`src/rtl/fp_round_pipe_pkg.sv`:
```
// Shared definitions for the FP rounding datapath: format lengths, rounding modes,
// special-value codes and exception-flag bit positions.
package fp_round_pipe_pkg;

    localparam int FP16 = 0;
    localparam int FP32 = 1;
    localparam int FP64 = 2;

    function automatic int get_exp_len(input int fmt);
        case (fmt)
            FP16:    return 5;
            FP64:    return 11;
            default: return 8;
        endcase
    endfunction

    function automatic int get_mantissa_len(input int fmt);
        case (fmt)
            FP16:    return 10;
            FP64:    return 52;
            default: return 23;
        endcase
    endfunction

    function automatic int get_protect_len(input int fmt);
        case (fmt)
            FP16:    return 3;
            FP64:    return 3;
            default: return 3;
        endcase
    endfunction

    typedef enum logic [2:0] {
        RM_RNE = 3'd0,
        RM_RTZ = 3'd1,
        RM_RDN = 3'd2,
        RM_RUP = 3'd3,
        RM_RMM = 3'd4
    } rm_e;

    typedef enum logic [1:0] {
        SP_NORMAL = 2'd0,
        SP_ZERO   = 2'd1,
        SP_INF    = 2'd2,
        SP_NAN    = 2'd3
    } special_e;

    localparam int FLAG_OF = 2;
    localparam int FLAG_UF = 1;
    localparam int FLAG_NX = 0;

endpackage

```
`src/rtl/fp_round_decide.sv`:
```
// Rounding decision: extracts guard/round/sticky from the protect bits and
// decides whether to increment the kept significand for the given mode.
module fp_round_decide
    import fp_round_pipe_pkg::*;
#(
    parameter int PROTECT_LEN = 3
) (
    input  logic [PROTECT_LEN-1:0] protect,
    input  logic                   lsb,
    input  logic                   sign,
    input  rm_e                    rm,
    output logic                   round_up,
    output logic                   inexact
);

    logic g;
    logic r;
    logic s;

    assign g = protect[PROTECT_LEN-1];

    if (PROTECT_LEN >= 2) begin : g_round_bit
        assign r = protect[PROTECT_LEN-2];
    end else begin : g_no_round_bit
        assign r = 1'b0;
    end

    if (PROTECT_LEN >= 3) begin : g_sticky_bit
        assign s = |protect[PROTECT_LEN-3:0];
    end else begin : g_no_sticky_bit
        assign s = 1'b0;
    end

    assign inexact = g | r | s;

    // NOTE: default assigned first so every path drives round_up and no latch is inferred.
    always_comb begin
        round_up = 1'b0;
        unique case (rm)
            RM_RNE:  round_up = g & (r | s | lsb);
            RM_RTZ:  round_up = 1'b0;
            RM_RDN:  round_up = sign & inexact;
            RM_RUP:  round_up = !sign & inexact;
            RM_RMM:  round_up = g;
            default: round_up = 1'b0;
        endcase
    end

endmodule

```
`src/rtl/fp_round_pipe.sv`:
```
// Two-stage pipelined rounder/packer with valid/ready on both sides.
// Define FP_ROUND_FLAGS_EN to add the out_flags port {overflow, underflow, inexact}.
module fp_round_pipe
    import fp_round_pipe_pkg::*;
#(
    parameter int         data_format = FP32,
    parameter logic [2:0] DEFAULT_RM  = 3'd0,
    localparam int EXP_LEN     = get_exp_len(data_format),
    localparam int MANT_LEN    = get_mantissa_len(data_format),
    localparam int PROTECT_LEN = get_protect_len(data_format),
    localparam int SIG_LEN     = MANT_LEN + PROTECT_LEN + 1,
    localparam int FP_LEN      = 1 + EXP_LEN + MANT_LEN
) (
    input  logic               clk,
    input  logic               rst,
    input  logic               in_valid,
    output logic               in_ready,
    input  logic [1:0]         in_special,
    input  logic               in_sign,
    input  logic [EXP_LEN-1:0] in_exp,
    input  logic [SIG_LEN-1:0] in_mant,
    input  logic [2:0]         in_rm,
    output logic               out_valid,
    input  logic               out_ready,
    output logic [FP_LEN-1:0]  out_result
`ifdef FP_ROUND_FLAGS_EN
    ,
    output logic [2:0]         out_flags
`endif
);

    localparam logic [EXP_LEN:0] EXP_ONES = {1'b0, {EXP_LEN{1'b1}}};

    logic s1_en;
    logic s2_en;
    logic s1_valid;
    logic s2_valid;

    assign s2_en     = !s2_valid || out_ready;
    assign s1_en     = !s1_valid || s2_en;
    assign in_ready  = s1_en;
    assign out_valid = s2_valid;

    // Stage 1: decide rounding and increment the kept significand.
    rm_e                s0_rm;
    logic               s0_round_up;
    logic               s0_inexact;
    logic [MANT_LEN+1:0] s0_rounded;

    assign s0_rm = (in_rm > 3'd4) ? rm_e'(DEFAULT_RM) : rm_e'(in_rm);

    fp_round_decide #(.PROTECT_LEN(PROTECT_LEN)) u_decide (
        .protect  (in_mant[PROTECT_LEN-1:0]),
        .lsb      (in_mant[PROTECT_LEN]),
        .sign     (in_sign),
        .rm       (s0_rm),
        .round_up (s0_round_up),
        .inexact  (s0_inexact)
    );

    assign s0_rounded = {1'b0, in_mant[SIG_LEN-1:PROTECT_LEN]}
                      + {{(MANT_LEN+1){1'b0}}, s0_round_up};

    logic [MANT_LEN+1:0] s1_rounded;
    logic                s1_sign;
    logic [EXP_LEN-1:0]  s1_exp;
    logic [1:0]          s1_special;
    rm_e                 s1_rm;

    always_ff @(posedge clk) begin
        if (rst) begin
            s1_valid <= 1'b0;
        end else if (s1_en) begin
            s1_valid <= in_valid;
        end
    end

    // NOTE: payload registers carry no reset; s1_valid/s2_valid qualify them.
    always_ff @(posedge clk) begin
        if (s1_en && in_valid) begin
            s1_rounded <= s0_rounded;
            s1_sign    <= in_sign;
            s1_exp     <= in_exp;
            s1_special <= in_special;
            s1_rm      <= s0_rm;
        end
    end

    // Stage 2: exponent adjust, overflow saturation and special override.
    logic [EXP_LEN:0]    s2_exp_adj;
    logic [MANT_LEN-1:0] s2_mant_adj;
    logic                s2_overflow;
    logic                s2_to_inf;
    logic [FP_LEN-1:0]   s2_result_d;

    always_comb begin
        s2_exp_adj  = {1'b0, s1_exp};
        s2_mant_adj = s1_rounded[MANT_LEN-1:0];
        if (s1_rounded[MANT_LEN+1]) begin
            s2_exp_adj  = {1'b0, s1_exp} + (EXP_LEN+1)'(1);
            s2_mant_adj = s1_rounded[MANT_LEN:1];
        end else if (s1_exp == '0 && s1_rounded[MANT_LEN]) begin
            s2_exp_adj  = (EXP_LEN+1)'(1);
        end

        s2_overflow = (s2_exp_adj >= EXP_ONES);
        s2_to_inf   = (s1_rm == RM_RNE) || (s1_rm == RM_RMM) ||
                      (s1_rm == RM_RUP && !s1_sign) || (s1_rm == RM_RDN && s1_sign);

        unique case (s1_special)
            SP_INF:  s2_result_d = {s1_sign, {EXP_LEN{1'b1}}, {MANT_LEN{1'b0}}};
            SP_NAN:  s2_result_d = {1'b0, {EXP_LEN{1'b1}}, 1'b1, {(MANT_LEN-1){1'b0}}};
            SP_ZERO: s2_result_d = {s1_sign, {EXP_LEN{1'b0}}, {MANT_LEN{1'b0}}};
            default: begin
                if (s2_overflow && s2_to_inf) begin
                    s2_result_d = {s1_sign, {EXP_LEN{1'b1}}, {MANT_LEN{1'b0}}};
                end else if (s2_overflow) begin
                    s2_result_d = {s1_sign, {(EXP_LEN-1){1'b1}}, 1'b0, {MANT_LEN{1'b1}}};
                end else begin
                    s2_result_d = {s1_sign, s2_exp_adj[EXP_LEN-1:0], s2_mant_adj};
                end
            end
        endcase
    end

    always_ff @(posedge clk) begin
        if (rst) begin
            s2_valid   <= 1'b0;
            out_result <= '0;
        end else if (s2_en) begin
            s2_valid <= s1_valid;
            if (s1_valid) begin
                out_result <= s2_result_d;
            end
        end
    end

`ifdef FP_ROUND_FLAGS_EN
    logic       s1_inexact;
    logic [2:0] s2_flags_d;
    logic       s2_is_normal;

    always_ff @(posedge clk) begin
        if (s1_en && in_valid) begin
            s1_inexact <= s0_inexact;
        end
    end

    // Specials report no exceptions; overflow is always inexact.
    always_comb begin
        s2_is_normal        = (s1_special == SP_NORMAL);
        s2_flags_d          = '0;
        s2_flags_d[FLAG_OF] = s2_is_normal && s2_overflow;
        s2_flags_d[FLAG_UF] = s2_is_normal && (s1_exp == '0) && s1_inexact;
        s2_flags_d[FLAG_NX] = s2_is_normal && (s1_inexact || s2_overflow);
    end

    always_ff @(posedge clk) begin
        if (rst) begin
            out_flags <= '0;
        end else if (s2_en && s1_valid) begin
            out_flags <= s2_flags_d;
        end
    end
`else
    logic nx_unused;
    assign nx_unused = s0_inexact;
`endif

endmodule

```
`config.mk`:
```
export PLATFORM = sky130hd
export DESIGN_NAME = fp_round_pipe
export DESIGN_NICKNAME = d
export VERILOG_FILES = /design/src/rtl/fp_round_pipe_pkg.sv /design/src/rtl/fp_round_decide.sv /design/src/rtl/fp_round_pipe.sv
export SDC_FILE = /design/constraint.sdc
export NUM_CORES = 1
export LEC_CHECK = 0
export CAP_MARGIN = 10
export CORE_ASPECT_RATIO = 0.75
export CORE_UTILIZATION = 49
export CTS_BUF_LIST = sky130_fd_sc_hd__clkbuf_4 sky130_fd_sc_hd__clkbuf_8
export DETAILED_ROUTE_END_ITERATION = 8
export PLACE_DENSITY = 0.85
export SLEW_MARGIN = 20
export SYNTH_ARGS = -nofsm -noshare
export SYNTH_HDL_FRONTEND = slang
export SYNTH_SLANG_ARGS = --single-unit
```
`constraint.sdc`:
```
create_clock -name clk -period 2.62 [get_ports clk]
set_clock_uncertainty 0.05 [all_clocks]
set_input_delay 0.262 -clock clk [delete_from_list [all_inputs] [get_ports clk]]
set_output_delay 0.262 -clock clk [all_outputs]
set_load 0.01 [all_outputs]
```
==> results of run 1 <==
cells in the mapped netlist (11+ instances only):
| cell type | instances | area (sq um) |
|---|---|---|
| edfxtp_1 | 39 | 1171 |
| nor2b_1 | 27 | 168.9 |
| a211oi_2 | 20 | 250.2 |
| nor3_1 | 11 | 55.05 |
| clkbuf_1 | 13 | 48.80 |
| a211oi_1 | 27 | 202.7 |
| xnor2_1 | 18 | 157.7 |
| and2_1 | 24 | 150.1 |
| nand2_1 | 20 | 75.07 |
| a21oi_1 | 11 | 55.05 |
| dfxtp_1 | 34 | 680.7 |
| nor2_1 | 19 | 71.32 |
| a311oi_2 | 20 | 300.3 |
area by class of cell:
cell class,count,share of cell area (%)
timing repair buffer,96,17.49
sequential,73,34.89
multi-input combinational,275,41.61
clock inverter,6,0.8015
clock buffer,10,2.593
inverter,2,0.1414
tap,105,2.475
per-layer routing:
layer	vias to the layer above	GRT usage, %
met2	130	35.95
met5	-	0
met4	0	8.649
met1	1560	27.55
li1	1592	-
met3	14	6.667
sequential cells by signal, indices dropped and copies added (netlist names):
name / count
out_result: 32
out_valid: 1
s1_exp: 8
s1_rm: 3
s1_rounded: 25
s1_sign: 1
s1_special: 2
s1_valid: 1
where the power goes:
part	internal, W	switching [W]	total (W)
logic	0.000195	0.000182	0.000377
clock network	0.000370	0.000434	0.000804
registers	0.00127	0.0000467	0.00131
total	0.00183	0.000663	0.00250
logic make-up (layout without fill, tap and decap cells):
logic type | after synthesis | count (layout) | share of synthesized area (%)
and+or+nand+nor | 147 | 147 | 21.07
muxes | 3 | 3 | 0.7205
adders and majority gates | 5 | 5 | 1.441
AOI/OAI and AO/OA | 92 | 92 | 22.37
DFF | 73 | 73 | 44.43
buffers and inverters | 32 | 114 | 3.903
xor gates and xnor gates | 28 | 28 | 6.064
per-stage QoR:
step                      power (W)  hold WS, ns  instance area [sq um]  utilization, %  cells
after floorplan            0.001535       0.3109                   4168               -    380
after global placement     0.001696       0.4065                   5091           63.18    551
after detailed placement   0.001710       0.4226                   5091           63.18    551
after CTS                  0.002508       0.3922                   5279           65.51    567
after global routing       0.002585       0.3923                   5308           65.87    567
final                      0.002496       0.4062                   5308           65.87    567
worst max-delay path: stages:
cell	delay [ns]
clkdlybuf4s50_1	0.42
or3_1	0.38
maj3_1	0.37
a22oi_2	0.18
nor2_2	0.07
ha_2	0.20
and4_1	0.20
and3_4	0.20
nor2b_1	0.16
nand2_1	0.10
xnor2_1	0.07
repair_timing:
item / CTS / global route
pin swaps: 0 / 1
resized for setup: 2 / 8
setup endpoints to repair: 5 / 10
endpoints found under the hold margin: 0 / 0
path summary, 6_finish.rpt:
kind,from,endpoint,slack (ns),depth (start not counted)
worst max-delay path,in_mant[1],s1_rounded[19],0.07,11
worst min-delay path,in_exp[0],s1_exp[0],0.41,1
worst max register to register,s1_exp[0],out_result[17],0.25,8
worst min register to register,out_result[31],out_result[31],0.43,2
==> run_results.csv, run 1 <==
group,metric,value,unit
drt,drc,0,
final_layout,final_common_cell,"clkdlybuf4s50_1",
drt,drt_iter0_drc,168,
place,dp_slack,-0.4444,ns
power_and_ir_drop,leakagePower,1.744,nW
floorplanning,die_w,108.5,um
final_layout,regArea,1852,sq um
place,place_congestion,0.8496,
final_layout,nFillCells,620,
drt,drt-met1-wl,4.151,mm
clocking,post-cts-setup-buffers,0,
worst_setup_path,cp-end-kind,"register",
job,maxCapViolCount,0,
clocking,htreeDepth,3,
final_layout,area_growth,27.35,%
clocking,postCtsHoldBufs,0,
floorplanning,io_pins,79,
drt,num_vias,3296,
grt,grt_use_total,22.05,%
logic_synthesis,async_flop_share,0,%
worst_setup_path,path_class,"input pin to register",
grt,grt_overflow,0,
clocking,cts_buffers,9,
logic_synthesis,syn_area,4168,sq um
grt,grt_pass1_wl,14.79,mm
place,port_buffers,78,
sta,max_freq,391.7,MHz
worst_setup_path,critical_path.startpoint_type,"input pin",
final_layout,drive_above_1_share,20.56,%
clocking,numClockSinks,73,
drt,antenna_left,0,
final_layout,diodes,0,
logic_synthesis,synth_flop_cell,"edfxtp_1",
clocking,clk_path_buf_depth,2,
logic_synthesis,synth_cell_type_count,46,
grt,grt_pass1_vias,3083,
worst_setup_path,crit_arrival,2.61,ns
clocking,path_clk_slew,0.08,ns
logic_synthesis,syn_avg_cell_area,10.97,sq um
grt,antenna_found_initial,0,
status,status,"finished clean",
worst_setup_path,crit_path_max_fanout,3,
drt,wl,9.298,mm
drt,wl_met3,665,um
logic_synthesis,netlist_instances,380,
floorplanning,fp-row-count,28,
drt,viasPerCell,5.813,
final_layout,finalNetCount,506,
sta,slew_headroom,40.97,%
final_layout,multi_input_area,2208,sq um
sta,report.final.slew_viol_count,0,
logic_synthesis,synth_seq_cells,73,
drt,post_drt_wl_per_cell,16.40,um
clocking,cts_root_buf,"clkbuf_8",
floorplanning,die_h,81.87,um
drt,drtPass1Iterations,7,
grt,grt_start_max_net_pins,46,
sta,finalHoldViolCount,0,
clocking,cts_tree,"done",
sta,rsz0062_at_grt,"no",
sta,layout_min_cycle_time,2.553,ns
logic_synthesis,ys_seq_area_share,44.43,%
drt,wl_met2,4.334,mm
drt,highest_layer,"met4",
sta,layout_setup_ws,0.06701,ns
power_and_ir_drop,peakVddDrop,0.0002284,V
min_path,hp-class,"input pin to register",
sta,tns,0,ns
power_and_ir_drop,power_density,470.3,nW/um^2
logic_synthesis,synth_edf_count,39,
clocking,clk_latency,0.36,ns
sta,setup_violations,0,
sta,finalCritPeriodShare,97.44,%
worst_setup_path,crit_required,2.68,ns
floorplanning,core_area,8058,sq um
sta,worstMarginPinSlew,0.8854,ns
place,dp_hpwl,6.494,mm
final_layout,final_cell_mix,"78 x clkdlybuf4s50_1, 39 x edfxtp_1, 34 x dfxtp_1",
logic_synthesis,syn_nets,429,
floorplanning,start_util,51.72,%
floorplanning,dieArea,8882,sq um
logic_synthesis,yosys_warnings,0,
Power figures use the tool's default switching activity.
==> run 2, diff against run 1 <==
==> constraint.sdc (replaced) <==
create_clock -name clk -period 2.62 [get_ports clk]
set_clock_uncertainty 0.05 [all_clocks]
set_input_delay 0.262 -clock clk [delete_from_list [all_inputs] [get_ports clk]]
set_output_delay 0.262 -clock clk [all_outputs]
set_load 0.1 [all_outputs]
==> run_results.csv, run 2 (synthesis results as in run 1) <==
group,metric,value,unit
clocking,clk_latency,0.35,ns
clocking,path_clk_slew,0.08,ns
drt,post_drt_wl_per_cell,16.80,um
job,maxCapViolCount,0,
grt,grt_use_total,22.30,%
final_layout,utilization,65.96,%
grt,grt_pass1_vias,3129,
drt,num_vias,3384,
clocking,cts_tree,"done",
power_and_ir_drop,peakVddDrop,0.0003101,V
final_layout,nFillCells,603,
final_layout,diodes,0,
min_path,hp-class,"input pin to register",
min_path,whs_path_depth,1,
final_layout,final_area,5315,sq um
worst_setup_path,critical_path.startpoint_type,"input pin",
min_path,min_from,"in_exp[1]",
final_layout,regArea,1853,sq um
worst_setup_path,reg2reg_to,"out_result[8]",
sta,worstMarginPinSlew,0.8727,ns
power_and_ir_drop,power_density,546.3,nW/um^2
place,port_buffers,78,
drt,drc,0,
sta,report.final.slew_viol_count,0,
final_layout,area_growth,27.53,%
grt,grt_overflow,0,
power_and_ir_drop,leakagePower,1.843,nW
worst_setup_path,reg2reg_slack,0.17,ns
final_layout,reg_top3,"out_result (32), s1_rounded (25), s1_exp (8)",
status,status,"finished clean",
place,dp_hpwl,6.626,mm
drt,viasPerCell,5.958,
final_layout,drive_above_1_share,28.29,%
sta,layout_setup_ws,0.08587,ns
clocking,clk_path_buf_depth,2,
clocking,cts_buffers,9,
floorplanning,start_util,51.72,%
drt,wl,9.543,mm
min_path,hold_end,"s1_exp[1]",
place,place_congestion,0.8459,
floorplanning,core_area,8058,sq um
sta,setup_violations,0,
drt,drtPass1Iterations,5,
sta,rsz0062_at_grt,"no",
worst_setup_path,reg2reg_from,"s1_exp[2]",
final_layout,top_register,"out_result",
floorplanning,fp-row-count,28,
sta,finalHoldViolCount,0,
floorplanning,dieArea,8882,sq um
worst_setup_path,crit_required,2.67,ns
worst_setup_path,crit_path_max_fanout,3,
worst_setup_path,crit_arrival,2.58,ns
place,place_area,5030,sq um
grt,antenna_found_initial,0,
worst_setup_path,reg2reg_depth,7,
clocking,numClockSinks,73,
drt,antenna_left,0,
drt,drt_iter0_drc,272,
final_layout,final_cell_mix,"51 x buf_4, 44 x clkdlybuf4s50_1, 39 x edfxtp_1",
sta,slew_headroom,41.82,%
place,dp_slack,-0.4756,ns
final_layout,finalNetCount,507,
worst_setup_path,path_class,"input pin to register",
grt,grt_pass1_wl,15.13,mm
worst_setup_path,crit_start,"in_mant[1]",
sta,finalCritPeriodShare,96.72,%
sta,layout_min_cycle_time,2.534,ns
floorplanning,io_pins,79,
final_layout,largest_register_ffs,32,
floorplanning,die_w,108.5,um
sta,max_freq,394.6,MHz
floorplanning,die_h,81.87,um
grt,grt_start_max_net_pins,46,
clocking,cts_root_buf,"clkbuf_8",
clocking,post-cts-setup-buffers,0,
worst_setup_path,cp-end-kind,"register",
final_layout,final_common_cell,"buf_4",
final_layout,multi_input_area,2212,sq um
clocking,htreeDepth,3,
==> run 2: how the worst max path moves through the flow <==
stage	to	slack, ns	cells after the start
after floorplan	s1_rounded[24]	0.10	10
after global placement	s1_rounded[22]	-0.38	12
after detailed placement	s1_rounded[22]	-0.48	12
after CTS	s1_rounded[22]	0.007	12
after global routing	s1_rounded[22]	0.02	12
final	s1_rounded[23]	0.09	11
==> run 2: per-stage QoR <==
step | TNS, ns | total power [W] | hold slack, ns | cells
2_1_floorplan | 0 | 0.001661 | 0.3109 | 380
3_3_place_gp | -4.461 | 0.001821 | 0.4070 | 552
3_5_place_dp | -5.782 | 0.001834 | 0.4183 | 552
4_1_cts | 0 | 0.002911 | 0.4023 | 568
5_1_grt | 0 | 0.002999 | 0.3938 | 568
6_report | 0 | 0.002903 | 0.4083 | 568
==> run 2: what timing repair did <==
item | CTS | global route
resized for setup | 2 | 8
pin swaps | 0 | 1
hold buffers | 0 | 0
gates cloned | 0 | 0
setup endpoints to repair | 8 | 9
==> run 2: worst max-delay path, cell delays in order <==
cell and delay, ns:
clkdlybuf4s50_1 0.41, or3_1 0.37, maj3_1 0.37, a22oi_2 0.17
nor2_2 0.07, ha_2 0.20, and4_1 0.22, and3_4 0.21
nor2b_1 0.15, nand2_1 0.08, xnor2_1 0.06
==> run 2: per-layer routing <==
metal / track usage, % / vias to the layer above / wire [um]
met3: 4.921 / 29 / 690
li1: - / 1593 / -
met2: 35.44 / 162 / 4424
met5: 0 / - / 0
met4: 10.54 / 0 / 272
met1: 29.07 / 1600 / 4155
==> run 2: cell type report <==
class | count | area share [%]
clock buffers | 11 | 2.731
clock inverters | 5 | 1.930
inverters | 2 | 0.1412
multi-input cells | 275 | 41.62
flip-flops and latches | 73 | 34.86
well taps | 105 | 2.472
repair buffers | 97 | 16.24
==> run 2: report_power, final <==
group	switching [W]	internal, W
clock	0.000417	0.000668
combinational	0.000312	0.000190
sequential	0.0000484	0.00127
